$ cat src/rtl/load_pend_ctrl.sv
// load_pend_ctrl: outstanding-load tracker for a variable-latency data memory.
// Queues {rd, sx_size} per issued load and returns them with the in-order
// memory response. Stalls issue on a full queue, a load-use RAW hazard or a
// write-back port conflict. A watchdog FSM flags a lost response.
// Optional build macro: LOAD_FWD_EN adds a bypass of the returning load data
// (fwd_rs1 / fwd_rs2) and lifts the RAW stall for a popping head entry.
module load_pend_ctrl #(
  parameter int unsigned DEPTH   = 2,
  parameter int unsigned RA_W    = 5,
  parameter int unsigned SX_W    = 3,
  parameter int unsigned TIMEOUT = 16
) (
  input  logic                       clk,
  input  logic                       rst,
  input  logic                       issue_valid,
  input  logic                       issue_load,
  input  logic                       issue_we,
  input  logic [RA_W-1:0]            issue_rd,
  input  logic [SX_W-1:0]            issue_sx,
  input  logic [RA_W-1:0]            rs1,
  input  logic [RA_W-1:0]            rs2,
  input  logic                       use_rs1,
  input  logic                       use_rs2,
  input  logic                       mem_rvalid,
  input  logic                       err_clr,
  output logic                       stall,
  output logic                       delayed_load,
  output logic [RA_W-1:0]            delayed_rd,
  output logic [SX_W-1:0]            delayed_sx,
  output logic [$clog2(DEPTH):0]     pend_cnt,
  output logic                       err
`ifdef LOAD_FWD_EN
  ,
  output logic                       fwd_rs1,
  output logic                       fwd_rs2
`endif
);

  localparam int unsigned AW = $clog2(DEPTH);
  localparam int unsigned CW = AW + 1;
  localparam int unsigned TW = $clog2(TIMEOUT);

  typedef enum logic [1:0] {IDLE, PEND, ERR} state_t;

  state_t            state, state_nxt;
  logic [RA_W-1:0]   q_rd [DEPTH];
  logic [SX_W-1:0]   q_sx [DEPTH];
  logic [DEPTH-1:0]  vld;
  logic [AW-1:0]     head, tail;
  logic [TW-1:0]     wd, wd_nxt;
  logic              push, pop, flush;
  logic [DEPTH-1:0]  m1, m2, head_oh;
  logic              haz1, haz2, full;

  // Source-register match against every occupied queue slot
  always_comb begin
    m1      = '0;
    m2      = '0;
    head_oh = '0;
    for (int unsigned i = 0; i < DEPTH; i++) begin
      m1[i] = vld[i] && (q_rd[i] == rs1);
      m2[i] = vld[i] && (q_rd[i] == rs2);
    end
    head_oh[head] = 1'b1;
  end

  // Pop, write-back outputs, hazards and stall
  always_comb begin
    full         = (pend_cnt == CW'(DEPTH));
    pop          = mem_rvalid && (pend_cnt != '0) && (state != ERR);
    delayed_load = pop && (q_rd[head] != '0);
    delayed_rd   = pop ? q_rd[head] : '0;
    delayed_sx   = pop ? q_sx[head] : '0;
`ifdef LOAD_FWD_EN
    // a head match that returns this cycle is served by the bypass instead
    haz1    = use_rs1 && (rs1 != '0) && ((m1 & ~(pop ? head_oh : '0)) != '0);
    haz2    = use_rs2 && (rs2 != '0) && ((m2 & ~(pop ? head_oh : '0)) != '0);
    fwd_rs1 = issue_valid && use_rs1 && (rs1 != '0) && pop && (m1 == head_oh);
    fwd_rs2 = issue_valid && use_rs2 && (rs2 != '0) && pop && (m2 == head_oh);
`else
    haz1    = use_rs1 && (rs1 != '0) && (m1 != '0);
    haz2    = use_rs2 && (rs2 != '0) && (m2 != '0);
`endif
    stall = issue_valid && ((issue_load && full) || haz1 || haz2 ||
                            (issue_we && delayed_load) || (state == ERR));
    push  = issue_valid && issue_load && !stall;
    err   = (state == ERR);
  end

  // Watchdog FSM next-state
  always_comb begin
    state_nxt = state;
    wd_nxt    = wd;
    flush     = 1'b0;
    case (state)
      IDLE: begin
        wd_nxt = '0;
        if (push) state_nxt = PEND;
      end
      PEND: begin
        if (pop) begin
          wd_nxt = '0;
          if ((pend_cnt == CW'(1)) && !push) state_nxt = IDLE;
        end else if (wd == TW'(TIMEOUT - 1)) begin
          wd_nxt    = '0;
          flush     = 1'b1;
          state_nxt = ERR;
        end else begin
          wd_nxt = wd + TW'(1);
        end
      end
      ERR: begin
        wd_nxt = '0;
        if (err_clr) state_nxt = IDLE;
      end
      default: state_nxt = IDLE;
    endcase
  end

  // State, watchdog counter, queue pointers and occupancy
  always_ff @(posedge clk or negedge rst) begin
    if (!rst) begin
      state    <= IDLE;
      wd       <= '0;
      head     <= '0;
      tail     <= '0;
      vld      <= '0;
      pend_cnt <= '0;
      for (int unsigned i = 0; i < DEPTH; i++) begin
        q_rd[i] <= '0;
        q_sx[i] <= '0;
      end
    end else begin
      state <= state_nxt;
      wd    <= wd_nxt;
      if (flush) begin
        head     <= '0;
        tail     <= '0;
        vld      <= '0;
        pend_cnt <= '0;
      end else begin
        // push never targets the head slot: full stalls even when a pop coincides
        if (push) begin
          q_rd[tail] <= issue_rd;
          q_sx[tail] <= issue_sx;
          vld[tail]  <= 1'b1;
          tail       <= tail + AW'(1);
        end
        if (pop) begin
          vld[head] <= 1'b0;
          head      <= head + AW'(1);
        end
        case ({push, pop})
          2'b10:   pend_cnt <= pend_cnt + CW'(1);
          2'b01:   pend_cnt <= pend_cnt - CW'(1);
          default: pend_cnt <= pend_cnt;
        endcase
      end
    end
  end

endmodule

$ cat config.mk
export PLATFORM = sky130hd
export DESIGN_NAME = load_pend_ctrl
export DESIGN_NICKNAME = d
export VERILOG_FILES = /design/src/rtl/load_pend_ctrl.sv
export SDC_FILE = /design/constraint.sdc
export NUM_CORES = 1
export LEC_CHECK = 0
export BUFFER_PORTS_ARGS = -buffer_cell sky130_fd_sc_hd__buf_2
export CAP_MARGIN = 25
export CORE_AREA = 3 3 65 79
export CTS_BUF_LIST = sky130_fd_sc_hd__clkbuf_8
export CTS_CLUSTER_SIZE = 24
export DETAILED_ROUTE_END_ITERATION = 7
export DIE_AREA = 0 0 68 82
export PLACE_DENSITY = 0.59
export REMOVE_ABC_BUFFERS = 1
export SYNTH_ARGS = -nofsm -noshare
export SYNTH_HDL_FRONTEND = slang
export SYNTH_SLANG_ARGS = --single-unit
$ cat constraint.sdc
create_clock -name clk -period 4.9 [get_ports clk]
set_input_delay 0.245 -clock clk [delete_from_list [all_inputs] [get_ports clk]]
set_output_delay 0.245 -clock clk [all_outputs]
set_load 0.05 [all_outputs]
==> impl_metrics.json, run 1 <==
{
  "rr_endpoint": "q_sx[1]",
  "cts_resized": 0,
  "cts_hold_buffers": 0,
  "crit_fanout": 14,
  "violations": "hold timing",
  "start_util_pct": 38.5,
  "avgSynthCellArea_um2": 10.3,
  "grt_max_degree": 29,
  "fin_crit_ns": 2.74,
  "die_x_um": 68,
  "antenna_found_initial": 0,
  "cts_made_buffers": 3,
  "synth-simple-area-share_pct": 17.1,
  "clk_pin_slew_worst_paths_ns": 0.10,
  "r2r_setup_slack_ns": 2.16,
  "worstSetupStartpointType": "flop",
  "hold_viol": 28,
  "synth.most_common_cell": "dfrtp_1",
  "synth-xor-area-share_pct": 11.5,
  "setup_viol": 0,
  "synthTopCellsByArea": "dfrtp_1 40%, xnor2_1 12%, mux2_2 10%, mux2i_1 5.2%, nor2_1 3.7%",
  "cts.sinks": 28,
  "synthesis.instances": 170,
  "place_congestion": 0.778,
  "cp.required_ns": 5.07,
  "synth_top_family_by_area": "simple AND/OR/NAND/NOR gates",
  "cp-end-kind": "flop",
  "multi_input_area_um2": 1000,
  "die_h_um": 82,
  "dieArea_um2": 5580,
  "ant_nets": 0,
  "yosysTopAreaCellShare_pct": 40.2,
  "core_area_um2": 4530,
  "yosysUniqueCellTypes": 37,
  "gr-usage-all-layers_pct": 15.2,
  "synth_edf_count": 0,
  "dp_slack_ns": 2.16,
  "startpoint": "head",
  "dr.pass1.iters": 4,
  "ys_ff_latch": 28,
  "worstSetupPathType": "flop to flop",
  "synth_area_um2": 1740,
  "fill_cells": 453,
  "synth_adder_area_share_pct": 2.87,
  "drt_iter0_drc": 78,
  "slew_headroom_pct": 56.8,
  "portBuffers": 39,
  "diodes": 0,
  "synth_compound_area_share_pct": 10.5,
  "grt_pass1_wl_um": 6540,
  "drive_above_1_share_pct": 30.8,
  "fin_crit_sh_pct": 56.0,
  "final_core_util_pct": 45.6,
  "synth_area_leader_cell": "dfrtp_1",
  "fp-row-count": 27,
  "outcome": "complete, but fails checks",
  "area_growth_pct": 18.2,
  "muxShareOfSynthArea_pct": 15.5,
  "grt_overflow": 0,
  "cp-endpoint": "q_sx[1]",
  "via_count": 1338,
  "yosysWarnings": 0,
  "viasPerCell": 5.03,
  "insertion_delay_ns": 0.28,
  "fin_tns_setup_ns": 0,
  "max-clock-path-buffers": 2,
  "synth-seq-area-share_pct": 40.2,
  "wl_per_cell_um": 14.8,
  "leakage_nw": 0.918,
  "cts_setup_buffers": 0,
  "hold-worst-slack_ns": -0.0223,
  "ys.flop_type": "dfrtp_1",
  "tightest_slew_ns": 0.647,
  "finalClockSkew_ns": 0.00299,
  "routed_wl_um": 3920,
  "r2r-start": "head",
  "clock_tree.root_cell": "clkbuf_8",
  "dpl.hpwl_um": 2900,
  "drc_errors": 0,
  "drv_cap": 0,
  "nNetsFinal": 240,
  "max_freq_ghz": 0.364,
  "hold_path.class": "input pin to asynchronous set/reset pin",
  "drv_slew": 0,
  "ios": 40,
  "arrival_ns": 2.92,
  "regArea_um2": 701,
  "rsz0062_at_grt": "no",
  "synthArstFlopShare_pct": 100,
  "r2r_cells": 7,
  "cts_tree": "done",
  "ys_top_cells_by_count": "28 x dfrtp_1, 23 x xnor2_1, 17 x nor2_1",
  "grt_pass1_vias": 1333,
  "htreeDepth": 1,
  "ir_drop_mv": 0.284,
  "power_density_nw_per_um2": 633,
  "fin_ws_ns": 2.16
}
-- state kept, by name (all words and copies together) (netlist names) --
name,flops
q_rd,10
tail,1
head,1
wd,4
vld,2
state,2
pend_cnt,2
q_sx,6
-- cell usage in the layout, fill, tap and decap left out, drive strengths merged --
| master | n |
|---|---|
| nor4b | 1 |
| and3 | 3 |
| and2 | 4 |
| nand2 | 13 |
| or4 | 1 |
| mux2i | 9 |
| buf | 39 |
| nor2 | 17 |
| a32oi | 1 |
| xnor2 | 23 |
| clkbuf | 3 |
| o22ai | 2 |
| a21boi | 1 |
| a21oi | 2 |
| a311oi | 2 |
| a211oi | 2 |
| o211a | 1 |
| o21a | 2 |
| a22oi | 2 |
| bufinv | 1 |
| nor3 | 2 |
| a31oi | 2 |
| nand3 | 3 |
| inv | 5 |
| mux2 | 16 |
| ha | 4 |
| dfrtp | 28 |
| nand2b | 2 |
| nor4 | 2 |
| o21ai | 6 |
| nand4 | 6 |
| o221a | 1 |
| nor2b | 2 |
-- layer usage --
| layer | global-route usage [%] | vias up | share of wire [%] |
|---|---|---|---|
| li1 | - | 677 | - |
| met1 | 21.9 | 627 | 51 |
| met2 | 23.8 | 32 | 44 |
| met3 | 2.87 | 2 | 4.1 |
| met4 | 2.58 | 0 | 0.43 |
| met5 | 0 | - | 0 |
-- power by group --
group	leakage [nW]	internal, mW	total (mW)	switching [mW]
logic	0.540	0.281	0.627	0.346
clock network	0.0357	0.109	0.184	0.0747
registers	0.341	0.336	0.494	0.158
-- cell type report --
cell class	count	area share (%)
multi-input cells	132	48.7
clock buffers	3	2.00
well taps	58	3.52
clock inverters	1	1.46
repair buffers	39	9.47
flip-flops and latches	28	34.0
inverters	5	0.910
-- cells by family after synthesis --
group / Yosys count
buf+inv: 10
flops: 28
fa+ha+maj: 4
mux: 25
xor+xnor: 23
simple gates: 56
compound gates: 24
-- metrics by stage --
step	total power, mW	hold WS, ns	instance area (µm²)	std cells
floorplan	0.967	-0.0506	1720	165
global placement	1.13	0.306	1990	262
detailed placement	1.13	0.315	1990	262
CTS	1.32	0.00243	2060	266
global route	1.40	0.00522	2060	266
finish	1.31	-0.0223	2060	266
-- worst min path at each step --
stage | from | endpoint | slack [ns] | cells after the start
6_report | rst | wd[3] | -0.02 | 1
5_1_grt | rst | wd[3] | 0.005 | 1
4_1_cts | rst | wd[3] | 0.002 | 1
3_5_place_dp | rst | wd[3] | 0.31 | 1
3_3_place_gp | rst | wd[2] | 0.31 | 1
2_1_floorplan | rst | head | -0.05 | 0
-- worst max-delay path, cell delays in order, from the launching register on --
cell	delay, ns
dfrtp_1	0.74
nor4b_1	0.30
a22oi_1	0.14
a31oi_1	0.21
and3_1	0.35
nand2_4	0.12
nor3_4	0.40
mux2_2	0.38
Note: power is estimated with default switching activity, not from simulation.
==> inputs of run 2 (changes only) <==
Clock period 4.9 ns to 2.6 ns, I/O delays scaled along.
==> run 2 against run 1 <==
The run now ends clean. Final cell count up 2.3%. Total power up 91%. Non-clock buffer count up 6. Via count up 2.1%. Maximum frequency up 16%. Critical path depth unchanged. Flip-flop and latch count unchanged. Wire length about the same. Critical path type unchanged. Highest routed layer unchanged.
==> impl_metrics.json, run 2 (synthesis results as in run 1) <==
{
  "portBuffers": 39,
  "grt_pass1_vias": 1367,
  "drive_above_1_share_pct": 32.2,
  "p_int_mw": 1.40,
  "hold_viol": 0,
  "largest_register_ffs": 10,
  "crit_chain": "nor4b_1, a22oi_1, a31oi_1, and3_1, buf_4, nand4_2, mux2_2",
  "slew_headroom_pct": 57.5,
  "clock_tree.root_cell": "clkbuf_8",
  "antenna_found_initial": 0,
  "dpl.hpwl_um": 2920,
  "htreeDepth": 1,
  "power_frac_comb_pct": 49.7,
  "area_growth_pct": 21.7,
  "switching_power_mw": 1.09,
  "fill_cells": 456,
  "outcome": "finished, final reports clean",
  "gr-usage-met1_pct": 23.9,
  "cp-end-kind": "flop",
  "cts_made_buffers": 3,
  "fin_crit_sh_pct": 90.9,
  "setup_viol": 0,
  "tightest_slew_ns": 0.638,
  "finalClockSkew_ns": 0.00266,
  "die_x_um": 68,
  "power_density_nw_per_um2": 1170,
  "max_freq_ghz": 0.423,
  "grt_use_met2_pct": 25.2,
  "dieArea_um2": 5580,
  "place_congestion": 0.758,
  "finalInstanceArea_um2": 2120,
  "insertion_delay_ns": 0.27,
  "cp.required_ns": 2.76,
  "hold_path.class": "input pin to flop",
  "stdcell_count": 272,
  "cts.sinks": 28,
  "drt_iter0_drc": 70,
  "worstSetupStartpointType": "flop",
  "fin_crit_ns": 2.36,
  "viasPerCell": 5.02,
  "max-clock-path-buffers": 2,
  "final_cell_mix": "39 x buf_2, 28 x dfrtp_1, 23 x xnor2_1",
  "leakage_nw": 0.949,
  "placed_cell_area_um2": 2020,
  "diodes": 0,
  "grt_max_degree": 29,
  "crit_fanout": 8,
  "routed_wl_um": 3930,
  "fin_tns_setup_ns": 0,
  "drc_errors": 0,
  "seq_power_share_pct": 36.7,
  "ir_drop_mv": 0.659,
  "top_register": "q_rd",
  "slowest_delay_ns": 0.47,
  "gr-usage-all-layers_pct": 16.3,
  "nNetsFinal": 246,
  "power.total_mw": 2.49,
  "final_core_util_pct": 46.9,
  "clk_pin_slew_worst_paths_ns": 0.09,
  "die_h_um": 82,
  "drv_slew": 0,
  "cts_tree": "done",
  "dp.cells": 266,
  "clockPowerShare_pct": 13.6,
  "grt_pass1_wl_um": 6980,
  "fp-row-count": 27,
  "core_area_um2": 4530,
  "switching_share_pct": 43.8,
  "grt_overflow": 0,
  "gr-usage-met3_pct": 3.42,
  "layout_commonest_cell": "buf_2",
  "grt-busiest-layer": "met2",
  "wl_per_cell_um": 14.4,
  "dr.pass1.iters": 4,
  "crit_slowest_cell": "dfrtp_1",
  "worstSetupPathType": "flop to flop",
  "drv_cap": 0,
  "reg_top3": "q_rd: 10 flops, q_sx: 6 flops, wd: 4 flops",
  "rsz0062_at_grt": "no",
  "start_util_pct": 38.5,
  "ios": 40,
  "ant_nets": 0,
  "arrival_ns": 2.53,
  "via_count": 1366
}
run 2: path summary, 6_finish.rpt:
check / slack (ns) / end / depth (start not counted) / start
max: 0.24 / q_rd[8] / 7 / q_rd[2]
min: 0.04 / state[1] / 2 / err_clr
max reg2reg: 0.24 / q_rd[8] / 7 / q_rd[2]
min reg2reg: 0.51 / q_sx[3] / 1 / q_sx[3]
max in group asynchronous: 1.78 / q_rd[4] / 2 / rst
min in group asynchronous: 0.40 / wd[2] / 2 / rst
run 2: layout make-up:
class | count | area, µm² | area share, %
sequential | 28 | 701 | 33.0
clock inverter | 1 | 30.0 | 1.42
multi-input combinational | 132 | 1000 | 47.3
inverter | 5 | 18.8 | 0.884
timing repair buffer | 45 | 255 | 12.0
clock buffer | 3 | 41.3 | 1.95
tap | 58 | 72.6 | 3.42
run 2: per-layer routing:
layer  wire length [µm]  up-vias  share of wire [%]
met2               1770       38                 45
met1               1930      633                 49
met5                  0        -                  0
met3                199        4                5.1
li1                   -      691                  -
met4                 29        0               0.74
run 2: critical path: cells and delay by family, from the launching register on:
| kind | cells | cell delay (ns) |
|---|---|---|
| AO/OA/AOI/OAI | 2 | 0.37 |
| buffers and inverters | 1 | 0.17 |
| flip-flops | 1 | 0.47 |
| multiplexers | 1 | 0.38 |
| AND/OR/NAND/NOR | 3 | 0.88 |
run 2: what timing repair did:
item	CTS	global route
setup endpoints to repair	0	5
endpoints found under the hold margin	28	0
hold buffers	1	0
buffers inserted	0	1
gates resized for setup	0	0
run 2: power by group through the flow:
stage | Sequential (mW) | Combinational [mW] | Clock, mW
final | 0.913 | 1.24 | 0.338
after global routing | 0.954 | 1.38 | 0.373
after CTS | 0.915 | 1.24 | 0.351
after detailed placement | 0.922 | 1.23 | 0
after global placement | 0.924 | 1.22 | 0
after floorplan | 0.898 | 0.925 | 0
run 2: per-stage QoR:
step	hold slack, ns	worst slack (ns)
3_3_place_gp	0.193	0.185
2_1_floorplan	-0.166	-0.0841
5_1_grt	0.0428	0.0676
3_5_place_dp	0.189	0.189
6_report	0.0410	0.236
4_1_cts	0.0327	0.154
==> inputs of run 3 (changes only) <==
Settings changed: PLACE_DENSITY 0.59 to unset.
==> run 3 against run 2 <==
Flip-flop and latch count unchanged. Die area is the same. Sequential power shrank 2.8%. Final cell count decreased by 1.1%. Critical path depth did not move. Total power shrank 5.5%. Maximum frequency decreased by 1.9%. Largest cell class unchanged.
==> impl_metrics.json, run 3 (synthesis results as in run 1) <==
{
  "outcome": "finished, final reports clean",
  "die_x_um": 68,
  "ios": 40,
  "reg_top3": "q_rd: 10 flops, q_sx: 6 flops, wd: 4 flops",
  "tightest_slew_ns": 0.642,
  "final_cell_mix": "39 x buf_2, 28 x dfrtp_1, 23 x xnor2_1",
  "grt_pass1_wl_um": 6000,
  "diodes": 0,
  "insertion_delay_ns": 0.27,
  "via_count": 1366,
  "fin_ws_ns": 0.189,
  "drv_slew": 0,
  "fill_cells": 458,
  "core_area_um2": 4530,
  "clk_pin_slew_worst_paths_ns": 0.09,
  "hold_path.class": "input pin to flop",
  "hold_viol": 0,
  "ir_drop_mv": 0.469,
  "gr-usage-all-layers_pct": 14.3,
  "max_freq_ghz": 0.415,
  "htreeDepth": 1,
  "min-delay-start": "err_clr",
  "area_growth_pct": 18.4,
  "drc_errors": 0,
  "holdPathStages": 2,
  "power_density_nw_per_um2": 1140,
  "place_congestion": 0.914,
  "finalInstanceArea_um2": 2060,
  "drive_above_1_share_pct": 31.3,
  "viasPerCell": 5.08,
  "wl_per_cell_um": 14.2,
  "grt_max_degree": 29,
  "rsz0062_at_grt": "no",
  "r2r_setup_slack_ns": 0.19,
  "max-clock-path-buffers": 2,
  "arrival_ns": 2.58,
  "nNetsFinal": 244,
  "r2r-start": "q_rd[2]",
  "crit_fanout": 8,
  "cts.sinks": 28,
  "routed_wl_um": 3810,
  "finalClockSkew_ns": 0.00258,
  "crit_slowest_cell": "dfrtp_1",
  "fin_crit_ns": 2.41,
  "grt_pass1_vias": 1267,
  "layout_commonest_cell": "buf_2",
  "top_register": "q_rd",
  "cp.required_ns": 2.76,
  "slew_headroom_pct": 57.2,
  "setup_viol": 0,
  "fp-row-count": 27,
  "cts_hold_buffers": 1,
  "crit_chain": "nor4b_1, a22oi_1, a31oi_1, and3_1, nand2_4, nor3_4, mux2_2",
  "worstSetupPathType": "flop to flop",
  "clock_tree.root_cell": "clkbuf_8",
  "cts_setup_buffers": 0,
  "cts_tree": "done",
  "ant_nets": 0,
  "cts_resized": 0,
  "dp_slack_ns": 0.180,
  "placed_cell_area_um2": 2010,
  "grt_overflow": 0,
  "r2r_cells": 7,
  "drv_cap": 0,
  "start_util_pct": 38.5,
  "min_to": "state[1]",
  "slowest_delay_ns": 0.46,
  "antenna_found_initial": 0,
  "leakage_nw": 0.923,
  "drt_iter0_drc": 74,
  "cts_made_buffers": 3,
  "dieArea_um2": 5580,
  "cp-end-kind": "flop",
  "dr.pass1.iters": 4,
  "die_h_um": 82,
  "largest_register_ffs": 10,
  "worstSetupStartpointType": "flop",
  "fin_crit_sh_pct": 92.7,
  "portBuffers": 39,
  "rr_endpoint": "q_rd[4]",
  "dpl.hpwl_um": 2940
}
==> run 3: cell count changes in the layout (fill, tap and decap cells not counted) <==
| cell | previous run | this run |
|---|---|---|
| bufinv_16 | 1 | 0 |
| buf_4 | 4 | 3 |
| buf_12 | 1 | 0 |
==> run 3: layout make-up <==
cell class / instances / area (µm²) / area share, %
Timing Repair Buffer: 43 / 228 / 11.0
Sequential cell: 28 / 701 / 33.9
Multi-Input combinational cell: 132 / 1000 / 48.6
Clock buffer: 3 / 41.3 / 2.00
Inverter: 5 / 18.8 / 0.909
Tap cell: 58 / 72.6 / 3.52
==> run 3: worst max-delay path: cells and delay by family (launching register included) <==
family             cells  cell delay (ns)
DFF                    1             0.46
muxes                  1             0.39
AOI/OAI and AO/OA      2             0.36
and+or+nand+nor        4             1.09
==> run 3: where the power goes <==
| group | switching (mW) | internal (mW) | total, mW |
|---|---|---|---|
| registers | 0.252 | 0.634 | 0.887 |
| logic | 0.681 | 0.547 | 1.23 |
| clock network | 0.132 | 0.104 | 0.237 |
| total | 1.07 | 1.29 | 2.35 |
==> run 3: layer usage <==
| metal | up-vias | share of wire [%] | global-route usage, % |
|---|---|---|---|
| met1 | 655 | 49 | 20.3 |
| met3 | 5 | 3.3 | 1.92 |
| met5 | - | 0 | 0 |
| met2 | 20 | 46 | 22.1 |
| li1 | 686 | - | - |
| met4 | 0 | 1.2 | 4.77 |
==> run 3: worst max-delay path by stage <==
| stage | from | depth (start not counted) | endpoint |
|---|---|---|---|
| 2_1_floorplan | pend_cnt[0] | 5 | stall |
| 3_3_place_gp | q_rd[6] | 7 | q_rd[4] |
| 3_5_place_dp | q_rd[6] | 7 | q_rd[4] |
| 4_1_cts | q_rd[2] | 7 | q_rd[4] |
| 5_1_grt | q_rd[2] | 7 | q_rd[1] |
| 6_report | q_rd[2] | 7 | q_rd[4] |
==> run 3: through the flow <==
step	hold slack [ns]	total power [mW]	util (%)	std cells	setup TNS, ns
after floorplan	-0.166	1.82	-	165	-0.0841
after global placement	0.196	2.13	44.5	265	0
after detailed placement	0.205	2.14	44.5	265	0
after CTS	0.0338	2.38	45.6	269	0
after global routing	0.0336	2.53	45.6	269	0
final	0.0361	2.35	45.6	269	0
